==> src/rtl/uart_tx_fifo.sv <==
// uart_tx_fifo: byte FIFO and start/busy handshake sequencer feeding a UART
// transmitter. Host bytes are queued on clk. Each byte is presented on
// tx_data with tx_start held until the synchronised tx_busy acknowledges it.
// The block then waits for the frame to finish before launching the next byte.
//
// Ports:
//   clk         system clock
//   rst         asynchronous active-low reset
//   wr_en       host write strobe, one byte per cycle
//   wr_data     host byte
//   flush       synchronous FIFO clear (in-flight byte unaffected)
//   tx_busy     transmitter busy, baud domain (double-flopped here)
//   tx_start    transmit request
//   tx_data     byte under transmission
//   full/empty  occupancy flags decoded from count
//   count       current occupancy, 0..DEPTH
//   overflow    one-cycle pulse when a write is dropped on a full FIFO
//   timeout_err one-cycle pulse when a start is not acknowledged in time
module uart_tx_fifo #(
  parameter int unsigned DEPTH         = 16,
  parameter int unsigned START_TIMEOUT = 4096
) (
  input  logic                     clk,
  input  logic                     rst,
  input  logic                     wr_en,
  input  logic [7:0]               wr_data,
  input  logic                     flush,
  input  logic                     tx_busy,
  output logic                     tx_start,
  output logic [7:0]               tx_data,
  output logic                     full,
  output logic                     empty,
  output logic [$clog2(DEPTH):0]   count,
  output logic                     overflow,
  output logic                     timeout_err
);

  localparam int unsigned AW = $clog2(DEPTH);
  localparam int unsigned CW = AW + 1;
  localparam int unsigned TW = $clog2(START_TIMEOUT) + 1;
  localparam logic [CW-1:0] DEPTH_C    = CW'(DEPTH);
  localparam logic [TW-1:0] TIMER_LAST = TW'(START_TIMEOUT - 1);

  typedef enum logic [1:0] {
    S_IDLE  = 2'd0,
    S_START = 2'd1,
    S_WAIT  = 2'd2
  } state_t;

  state_t          r_state;
  logic            r_busy_m;
  logic            r_busy_s;
  logic [7:0]      r_mem [DEPTH];
  logic [AW-1:0]   r_wr_ptr;
  logic [AW-1:0]   r_rd_ptr;
  logic [CW-1:0]   r_count;
  logic [TW-1:0]   r_timer;
  logic            r_tx_start;
  logic [7:0]      r_tx_data;
  logic            r_overflow;
  logic            r_timeout_err;

  logic            w_full;
  logic            w_empty;
  logic            w_pop;
  logic            w_push;
  logic            w_drop;

  assign w_full  = (r_count == DEPTH_C);
  assign w_empty = (r_count == '0);

  // A launch pops the head; a same-cycle pop frees the slot for a write.
  assign w_pop  = (r_state == S_IDLE) && !w_empty && !r_busy_s;
  assign w_push = wr_en && !flush && (!w_full || w_pop);
  assign w_drop = wr_en && !flush && w_full && !w_pop;

  // Two-flop synchroniser for the baud-domain busy flag.
  always_ff @(posedge clk or negedge rst) begin
    if (!rst) begin
      r_busy_m <= 1'b0;
      r_busy_s <= 1'b0;
    end else begin
      r_busy_m <= tx_busy;
      r_busy_s <= r_busy_m;
    end
  end

  // Storage array; contents need no reset since count gates every read.
  always_ff @(posedge clk) begin
    if (w_push) begin
      r_mem[r_wr_ptr] <= wr_data;
    end
  end

  // Pointers, occupancy and overflow flag; flush wins over push and pop.
  always_ff @(posedge clk or negedge rst) begin
    if (!rst) begin
      r_wr_ptr   <= '0;
      r_rd_ptr   <= '0;
      r_count    <= '0;
      r_overflow <= 1'b0;
    end else begin
      r_overflow <= w_drop;
      if (flush) begin
        r_wr_ptr <= '0;
        r_rd_ptr <= '0;
        r_count  <= '0;
      end else begin
        if (w_push) begin
          r_wr_ptr <= r_wr_ptr + AW'(1);
        end
        if (w_pop) begin
          r_rd_ptr <= r_rd_ptr + AW'(1);
        end
        unique case ({w_push, w_pop})
          2'b10:   r_count <= r_count + CW'(1);
          2'b01:   r_count <= r_count - CW'(1);
          default: r_count <= r_count;
        endcase
      end
    end
  end

  // Handshake sequencer: one outstanding request at a time.
  always_ff @(posedge clk or negedge rst) begin
    if (!rst) begin
      r_state       <= S_IDLE;
      r_timer       <= '0;
      r_tx_start    <= 1'b0;
      r_tx_data     <= 8'h00;
      r_timeout_err <= 1'b0;
    end else begin
      r_timeout_err <= 1'b0;
      unique case (r_state)
        S_IDLE: begin
          if (w_pop) begin
            r_tx_data  <= r_mem[r_rd_ptr];
            r_tx_start <= 1'b1;
            r_timer    <= '0;
            r_state    <= S_START;
          end
        end
        S_START: begin
          if (r_busy_s) begin
            r_tx_start <= 1'b0;
            r_state    <= S_WAIT;
          end else if (r_timer == TIMER_LAST) begin
            // Unacknowledged request: drop the byte and move on.
            r_tx_start    <= 1'b0;
            r_timeout_err <= 1'b1;
            r_state       <= S_IDLE;
          end else begin
            r_timer <= r_timer + TW'(1);
          end
        end
        S_WAIT: begin
          if (!r_busy_s) begin
            r_state <= S_IDLE;
          end
        end
        default: begin
          r_tx_start <= 1'b0;
          r_state    <= S_IDLE;
        end
      endcase
    end
  end

  assign tx_start    = r_tx_start;
  assign tx_data     = r_tx_data;
  assign full        = w_full;
  assign empty       = w_empty;
  assign count       = r_count;
  assign overflow    = r_overflow;
  assign timeout_err = r_timeout_err;

endmodule

==> config.mk <==
export PLATFORM = sky130hd
export DESIGN_NAME = uart_tx_fifo
export DESIGN_NICKNAME = d
export VERILOG_FILES = /design/src/rtl/uart_tx_fifo.sv
export SDC_FILE = /design/constraint.sdc
export NUM_CORES = 1
export LEC_CHECK = 0
export BUFFER_PORTS_ARGS = -buffer_cell sky130_fd_sc_hd__buf_2
export CORE_MARGIN = 1
export CORE_UTILIZATION = 66
export DETAILED_ROUTE_END_ITERATION = 12
export PLACE_DENSITY_LB_ADDON = 0.15
export SYNTH_ARGS = -nofsm -noshare
export SYNTH_HDL_FRONTEND = slang
export SYNTH_SLANG_ARGS = --single-unit
==> constraint.sdc <==
create_clock -name clk -period 6.6 [get_ports clk]
set_clock_uncertainty 0.15 [all_clocks]
set_input_delay 0.33 -clock clk [delete_from_list [all_inputs] [get_ports clk]]
set_output_delay 0.33 -clock clk [all_outputs]
set_load 0.05 [all_outputs]
==> results of run 1 <==
final cells by class:
type	instances	share of cell area
flip-flops and latches	169	0.622
well taps	136	0.0217
multi-input cells	219	0.257
inverters	7	0.00336
repair buffers	34	0.0237
clock inverters	15	0.0192
clock buffers	17	0.0529
registers in the layout, summed over array words and instances, names as in the netlist, 2 cells and up:
| signal | cells |
|---|---|
| count | 5 |
| r_mem | 128 |
| r_rd_ptr | 4 |
| r_state | 2 |
| r_timer | 13 |
| r_wr_ptr | 4 |
| tx_data | 8 |
per-layer routing:
metal	track usage	part of all wire	up-vias
li1	-	-	1667
met1	0.372	0.40	1947
met2	0.444	0.52	146
met3	0.0724	0.064	20
met4	0.0895	0.018	0
met5	0	0	-
cell usage after synthesis, types with 2 or more instances:
cell,number,area (sq um)
clkbuf_1,9,33.8
nand3_1,10,50.1
inv_1,7,26.3
and3_1,3,18.8
xnor2_1,6,52.6
nand4_1,6,37.5
nor4b_1,3,26.3
nor4_1,2,12.5
mux4_2,32,721
edfxtp_1,128,3840
xor2_1,9,78.8
and2_1,18,113
nand2_1,27,101
nand2b_1,3,18.8
nand2_2,2,12.5
a31oi_1,2,12.5
ha_1,9,113
nor2_1,26,97.6
mux2i_1,18,180
o21ai_0,3,15.0
buf_2,8,40.0
nor3_1,5,25.0
o221ai_1,8,70.1
dfrtp_1,41,1030
a21oi_1,7,35.0
or3_1,3,18.8
mux2_1,4,45.0
through the flow:
step	setup slack (ns)	instances	hold slack [ns]	util	instance area, sq um
6_report	3.20	597	0.0247	0.761	7830
5_1_grt	2.90	597	0.0214	0.761	7830
4_1_cts	3.21	597	0.00553	0.761	7830
3_5_place_dp	3.24	563	0.195	0.705	7240
3_3_place_gp	3.38	563	0.193	0.705	7240
2_1_floorplan	3.60	413	-0.116	-	6980
power by group through the flow:
| stage | clock network [mW] | registers [mW] | logic, mW |
|---|---|---|---|
| final | 0.942 | 1.28 | 0.529 |
| after global routing | 1.00 | 1.29 | 0.571 |
| after CTS | 0.953 | 1.28 | 0.531 |
| after detailed placement | 0 | 1.30 | 0.525 |
| after global placement | 0 | 1.30 | 0.509 |
| after floorplan | 0 | 1.41 | 0.275 |
worst max-delay path by stage:
stage,to,slack [ns],cells after the start
6_report,count[4],3.20,9
5_1_grt,count[4],2.90,9
4_1_cts,count[4],3.21,9
3_5_place_dp,count[4],3.24,9
3_3_place_gp,count[4],3.38,9
2_1_floorplan,count[4],3.60,11
worst max-delay path: cells and delay by family (launching register included):
kind                     cells  cell delay [ns]
AND/OR/NAND/NOR              5             1.28
AO/OA/AOI/OAI                3             1.01
adder cells (fa/ha/maj)      1             0.46
flip-flops                   1             0.42
cells by family (layout without fill, tap and decap cells):
group | after synthesis | in the layout | synth area share
flip-flops | 169 | 169 | 0.697
AND/OR/NAND/NOR | 115 | 115 | 0.0866
multiplexers | 54 | 54 | 0.135
AO/OA/AOI/OAI | 25 | 25 | 0.0278
buffers and inverters | 25 | 73 | 0.0149
XOR/XNOR | 15 | 15 | 0.0188
adder cells (fa/ha/maj) | 10 | 10 | 0.0190
==> flow_metrics.env, run 1 <==
export IMPL_syn_inst=413
export IMPL_hp_start="wr_en"
export IMPL_max_freq_ghz=0.294
export IMPL_synth_edf_count=128
export IMPL_portBuffers=30
export IMPL_layout_common_cells="edfxtp_1 (128), dfrtp_1 (40), mux4_2 (32)"
export IMPL_power_leakage_nw=2.79
export IMPL_reg2reg_from="r_busy_s"
export IMPL_switching_power_mw=0.843
export IMPL_hold_violations=0
export IMPL_critical_path_max_stage_delay_ns=0.59
export IMPL_hold_depth=3
export IMPL_critPathCaptureType="flip-flop"
export IMPL_syn_area_sq_um=6980
export IMPL_syn_area_per_cell_sq_um=16.9
export IMPL_vias=3780
export IMPL_n_antenna_cell=0
export IMPL_clock_latency_ns=0.52
export IMPL_ys_warn_count=0
export IMPL_dieArea_sq_um=11000
export IMPL_dp_hpwl_um=8300
export IMPL_antenna_found_initial=0
export IMPL_cts_tree="yes"
export IMPL_yosys_cell_types_count=41
export IMPL_crit_top_cell="or3_1"
export IMPL_avgRoutedWirePerCell_um=23.0
export IMPL_worst_hold_path_endpoint="count[4]"
export IMPL_fin_crit_sh=0.515
export IMPL_power_density_nw_per_um2=351
export IMPL_combPwrFrac=0.192
export IMPL_place_gp_congestion=0.777
export IMPL_final_common_cell="edfxtp_1"
export IMPL_power_switching_share=0.306
export IMPL_synth_seq_cells=169
export IMPL_multi_input_comb_area_sq_um=2010
export IMPL_reg2regPathDepth=9
export IMPL_path_max_fanout=16
export IMPL_n_fill_cell=603
export IMPL_peakVddDrop_v=0.000238
export IMPL_r2r_end="count[4]"
export IMPL_cts_setup_buffers=0
export IMPL_grt_pass1_wl_um=21400
export IMPL_core_sq_um=10300
export IMPL_maxCapViolCount=0
export IMPL_finalSetupViolCount=0
export IMPL_status="completed"
export IMPL_clockRootBuffer="clkbuf_8"
export IMPL_cts_sinks=169
export IMPL_period_needed_ns=3.40
export IMPL_cpMaxStageDelayCell="a21oi_2"
export IMPL_vias_per_cell=6.33
export IMPL_clkSlewWorstSetupHoldPaths_ns=0.06
export IMPL_grt_pass1_vias=3848
export IMPL_power_frac_seq=0.465
export IMPL_cts_resized=0
export IMPL_syn_nets=436
export IMPL_drc=0
export IMPL_grt_max_degree=42
export IMPL_grt_ovfl_total=0
export IMPL_cts_buffer_depth=2
export IMPL_drt_total_wl_um=13700
export IMPL_worstSetupStartpointType="flip-flop"
export IMPL_regArea_sq_um=4870
export IMPL_cp_arrival_ns=3.69
export IMPL_synthToLayoutAreaGrowth_pct=12.1
export IMPL_async_reset_ff_frac=0.243
export IMPL_startpoint="r_busy_s"
export IMPL_drt_antenna_violating_nets=0
export IMPL_setup_tns_ns=0
export IMPL_cts_hold_buf=2
export IMPL_first_pass_iters=5
export IMPL_finalPower_mw=2.75
export IMPL_cp_cell_sequence="or3_1 > a21oi_2 > nand2_1 > fa_1 > nand2b_1 > a21oi_1 > nor3_1 > or3_1 > a31oi_1"
export IMPL_grt_util_all_layers=0.275
export IMPL_initial_core_util=0.679
export IMPL_die_y_um=105
export IMPL_drive_gt1_frac=0.228
export IMPL_slew_headroom=0.246
export IMPL_cp_required_ns=6.89
export IMPL_std_cell_rows=37
export IMPL_tightestPinTransition_ns=1.13
export IMPL_r2r_slack_ns=3.20
export IMPL_cts_buffers=17
export IMPL_drt_iter0_drc=446
export IMPL_p_int_mw=1.91
export IMPL_final_nets=471
export IMPL_crit_type="reg -> reg"
export IMPL_ys_seq_area_frac=0.697
export IMPL_io_pins=31
export IMPL_p_clk_frac=0.343
export IMPL_rsz0062_at_grt="false"
export IMPL_maxSlewViolCount=0
export IMPL_dieWidth_um=105
export IMPL_cts_htree_levels=4
export IMPL_synthFlopType="edfxtp_1"
export IMPL_hp_class="in -> reg"
Power figures use the tool's default switching activity.
==> run 2: changes to the inputs <==
- ABC_AREA: unset -> 1
- CORE_UTILIZATION: 66 -> 56
- clock period: 6.6 -> 2.9 ns (I/O delays scaled with it)
==> flow_metrics.env, run 2 <==
export IMPL_cts_setup_buffers=0
export IMPL_clkSlewWorstSetupHoldPaths_ns=0.06
export IMPL_drt_iter0_drc=463
export IMPL_grt_util_all_layers=0.261
export IMPL_yosys_area_top_type="edfxtp_1"
export IMPL_hold_depth=1
export IMPL_clock_latency_ns=0.42
export IMPL_ys_top_cells_by_area="edfxtp_1 (49%), dfrtp_1 (13%), nand2_1 (13%), nand3_1 (8.2%), inv_1 (5.9%)"
export IMPL_drive_gt1_frac=0.104
export IMPL_cts_resized=0
export IMPL_slew_headroom=0.369
export IMPL_synthFlopType="edfxtp_1"
export IMPL_final_cells=1044
export IMPL_crit_type="reg -> reg"
export IMPL_syn_inst=817
export IMPL_power_leakage_nw=3.95
export IMPL_yosys_cell_types_count=34
export IMPL_cts_buffers=17
export IMPL_yosysMostFrequentCell="nand2_1"
export IMPL_portBuffers=30
export IMPL_cts_sinks=169
export IMPL_initial_core_util=0.581
export IMPL_max_freq_ghz=0.423
export IMPL_period_needed_ns=2.36
export IMPL_fin_crit_sh=0.815
export IMPL_vias=5599
export IMPL_cts_htree_levels=4
export IMPL_peakVddDrop_v=0.000431
export IMPL_syn_area_per_cell_sq_um=9.53
export IMPL_maxSlewViolCount=0
export IMPL_dieArea_sq_um=14400
export IMPL_largest_register_ffs=128
export IMPL_first_pass_iters=7
export IMPL_final_nets=878
export IMPL_critPathCaptureType="flip-flop"
export IMPL_antenna_found_initial=0
export IMPL_status="completed"
export IMPL_syn_area_sq_um=7790
export IMPL_n_antenna_cell=0
export IMPL_final_common_cell="nand2_1"
export IMPL_drt_antenna_violating_nets=0
export IMPL_power_density_nw_per_um2=787
export IMPL_std_cell_rows=42
export IMPL_synth_top_area_share=0.494
export IMPL_cp_required_ns=2.81
export IMPL_placed_cells=1006
export IMPL_dieWidth_um=120
export IMPL_ys_warn_count=0
export IMPL_finalSetupViolCount=0
export IMPL_setup_tns_ns=0
export IMPL_hold_violations=0
export IMPL_cp_arrival_ns=2.27
export IMPL_path_max_fanout=8
export IMPL_drt_total_wl_um=17000
export IMPL_avgRoutedWirePerCell_um=16.3
export IMPL_drc=0
export IMPL_synthToLayoutAreaGrowth_pct=13.1
export IMPL_ys_seq_area_frac=0.625
export IMPL_core_sq_um=13400
export IMPL_grt_pass1_wl_um=27900
export IMPL_synth_edf_count=128
export IMPL_place_gp_congestion=0.906
export IMPL_grt_pass1_vias=5488
export IMPL_layout_common_cells="nand2_1 (269), edfxtp_1 (128), nand3_1 (127)"
export IMPL_worstSetupStartpointType="flip-flop"
export IMPL_r2r_slack_ns=0.54
export IMPL_hp_class="in -> reg"
export IMPL_syn_nets=840
export IMPL_io_pins=31
export IMPL_reg2regPathDepth=5
export IMPL_vias_per_cell=5.36
export IMPL_cts_tree="yes"
export IMPL_grt_ovfl_total=0
export IMPL_synth_common_cells="nand2_1 (269), edfxtp_1 (128), nand3_1 (127)"
export IMPL_die_y_um=120
export IMPL_tightestPinTransition_ns=0.946
export IMPL_clockRootBuffer="clkbuf_16"
export IMPL_cts_buffer_depth=2
export IMPL_cts_hold_buf=6
export IMPL_maxCapViolCount=0
export IMPL_grt_max_degree=67
export IMPL_rsz0062_at_grt="false"
export IMPL_async_reset_ff_frac=0.243
export IMPL_finalPower_mw=6.93
export IMPL_hold_ws_ns=0.00662
export IMPL_dp_hpwl_um=10900
export IMPL_largest_register="r_mem"
export IMPL_n_fill_cell=1045
export IMPL_synth_seq_cells=169
run 2: changes by cell type in the layout (fill, tap and decap cells not counted), moves of 5 or more:
cell	delta
and2_1	-18
buf_4	+11
clkinv_1	+5
clkinv_2	-6
inv_1	+114
mux2i_1	-18
mux4_2	-32
nand2_1	+242
nand3_1	+117
nor2_1	+12
o21ai_0	+5
o221ai_1	-8
run 2: kinds of logic (layout without fill, tap and decap cells):
logic type	after synthesis	after routing	synth area share
buf+inv	157	208	0.0800
simple gates	451	451	0.248
xor+xnor	10	10	0.0112
flops	169	169	0.625
fa+ha+maj	10	10	0.0170
compound gates	20	20	0.0178
run 2: layout make-up:
type                       instances  area, sq um  area share
sequential                       169         4870       0.553
clock inverter                    13          201      0.0229
clock buffer                      19          433      0.0492
multi-input combinational        491         2290       0.261
timing repair buffer              49          308      0.0350
tap                              176          220      0.0250
inverter                         127          477      0.0542
run 2: power by group:
group          total, mW  internal (mW)  switching [mW]
Combinational       1.66          0.420            1.24
Clock               2.42           1.52           0.903
Sequential          2.84           2.74          0.0996
run 2: worst paths after layout:
check	startpoint	to
hold / removal	wr_data[2]	r_mem[4][2]
min in group asynchronous	rst	r_timer[9]
setup / recovery	r_busy_s	r_mem[3][6]
hold reg to reg	r_busy_m	r_busy_s
setup reg to reg	r_busy_s	r_mem[3][6]
max in group asynchronous	rst	r_rd_ptr[0]
run 2: through the flow:
step / area (sq um) / setup WS, ns / utilization
5_1_grt: 8800 / 0.357 / 0.657
3_3_place_gp: 8110 / 0.625 / 0.605
6_report: 8800 / 0.538 / 0.657
3_5_place_dp: 8110 / 0.533 / 0.605
4_1_cts: 8800 / 0.514 / 0.657
2_1_floorplan: 7790 / 0.407 / -
run 2: layer usage:
| layer | vias to the layer above | wire, um | GRT usage |
|---|---|---|---|
| met5 | - | 0 | 0 |
| met4 | 0 | 520 | 0.117 |
| met1 | 2686 | 7570 | 0.353 |
| met3 | 35 | 860 | 0.0494 |
| li1 | 2703 | - | - |
| met2 | 175 | 8020 | 0.409 |
run 2: critical path: stages, from the launching register on:
cell	delay, ns
dfrtp_1	0.44
nor3_2	0.29
nand2_2	0.11
a21oi_4	0.22
nand2_1	0.23
nor2_1	0.55
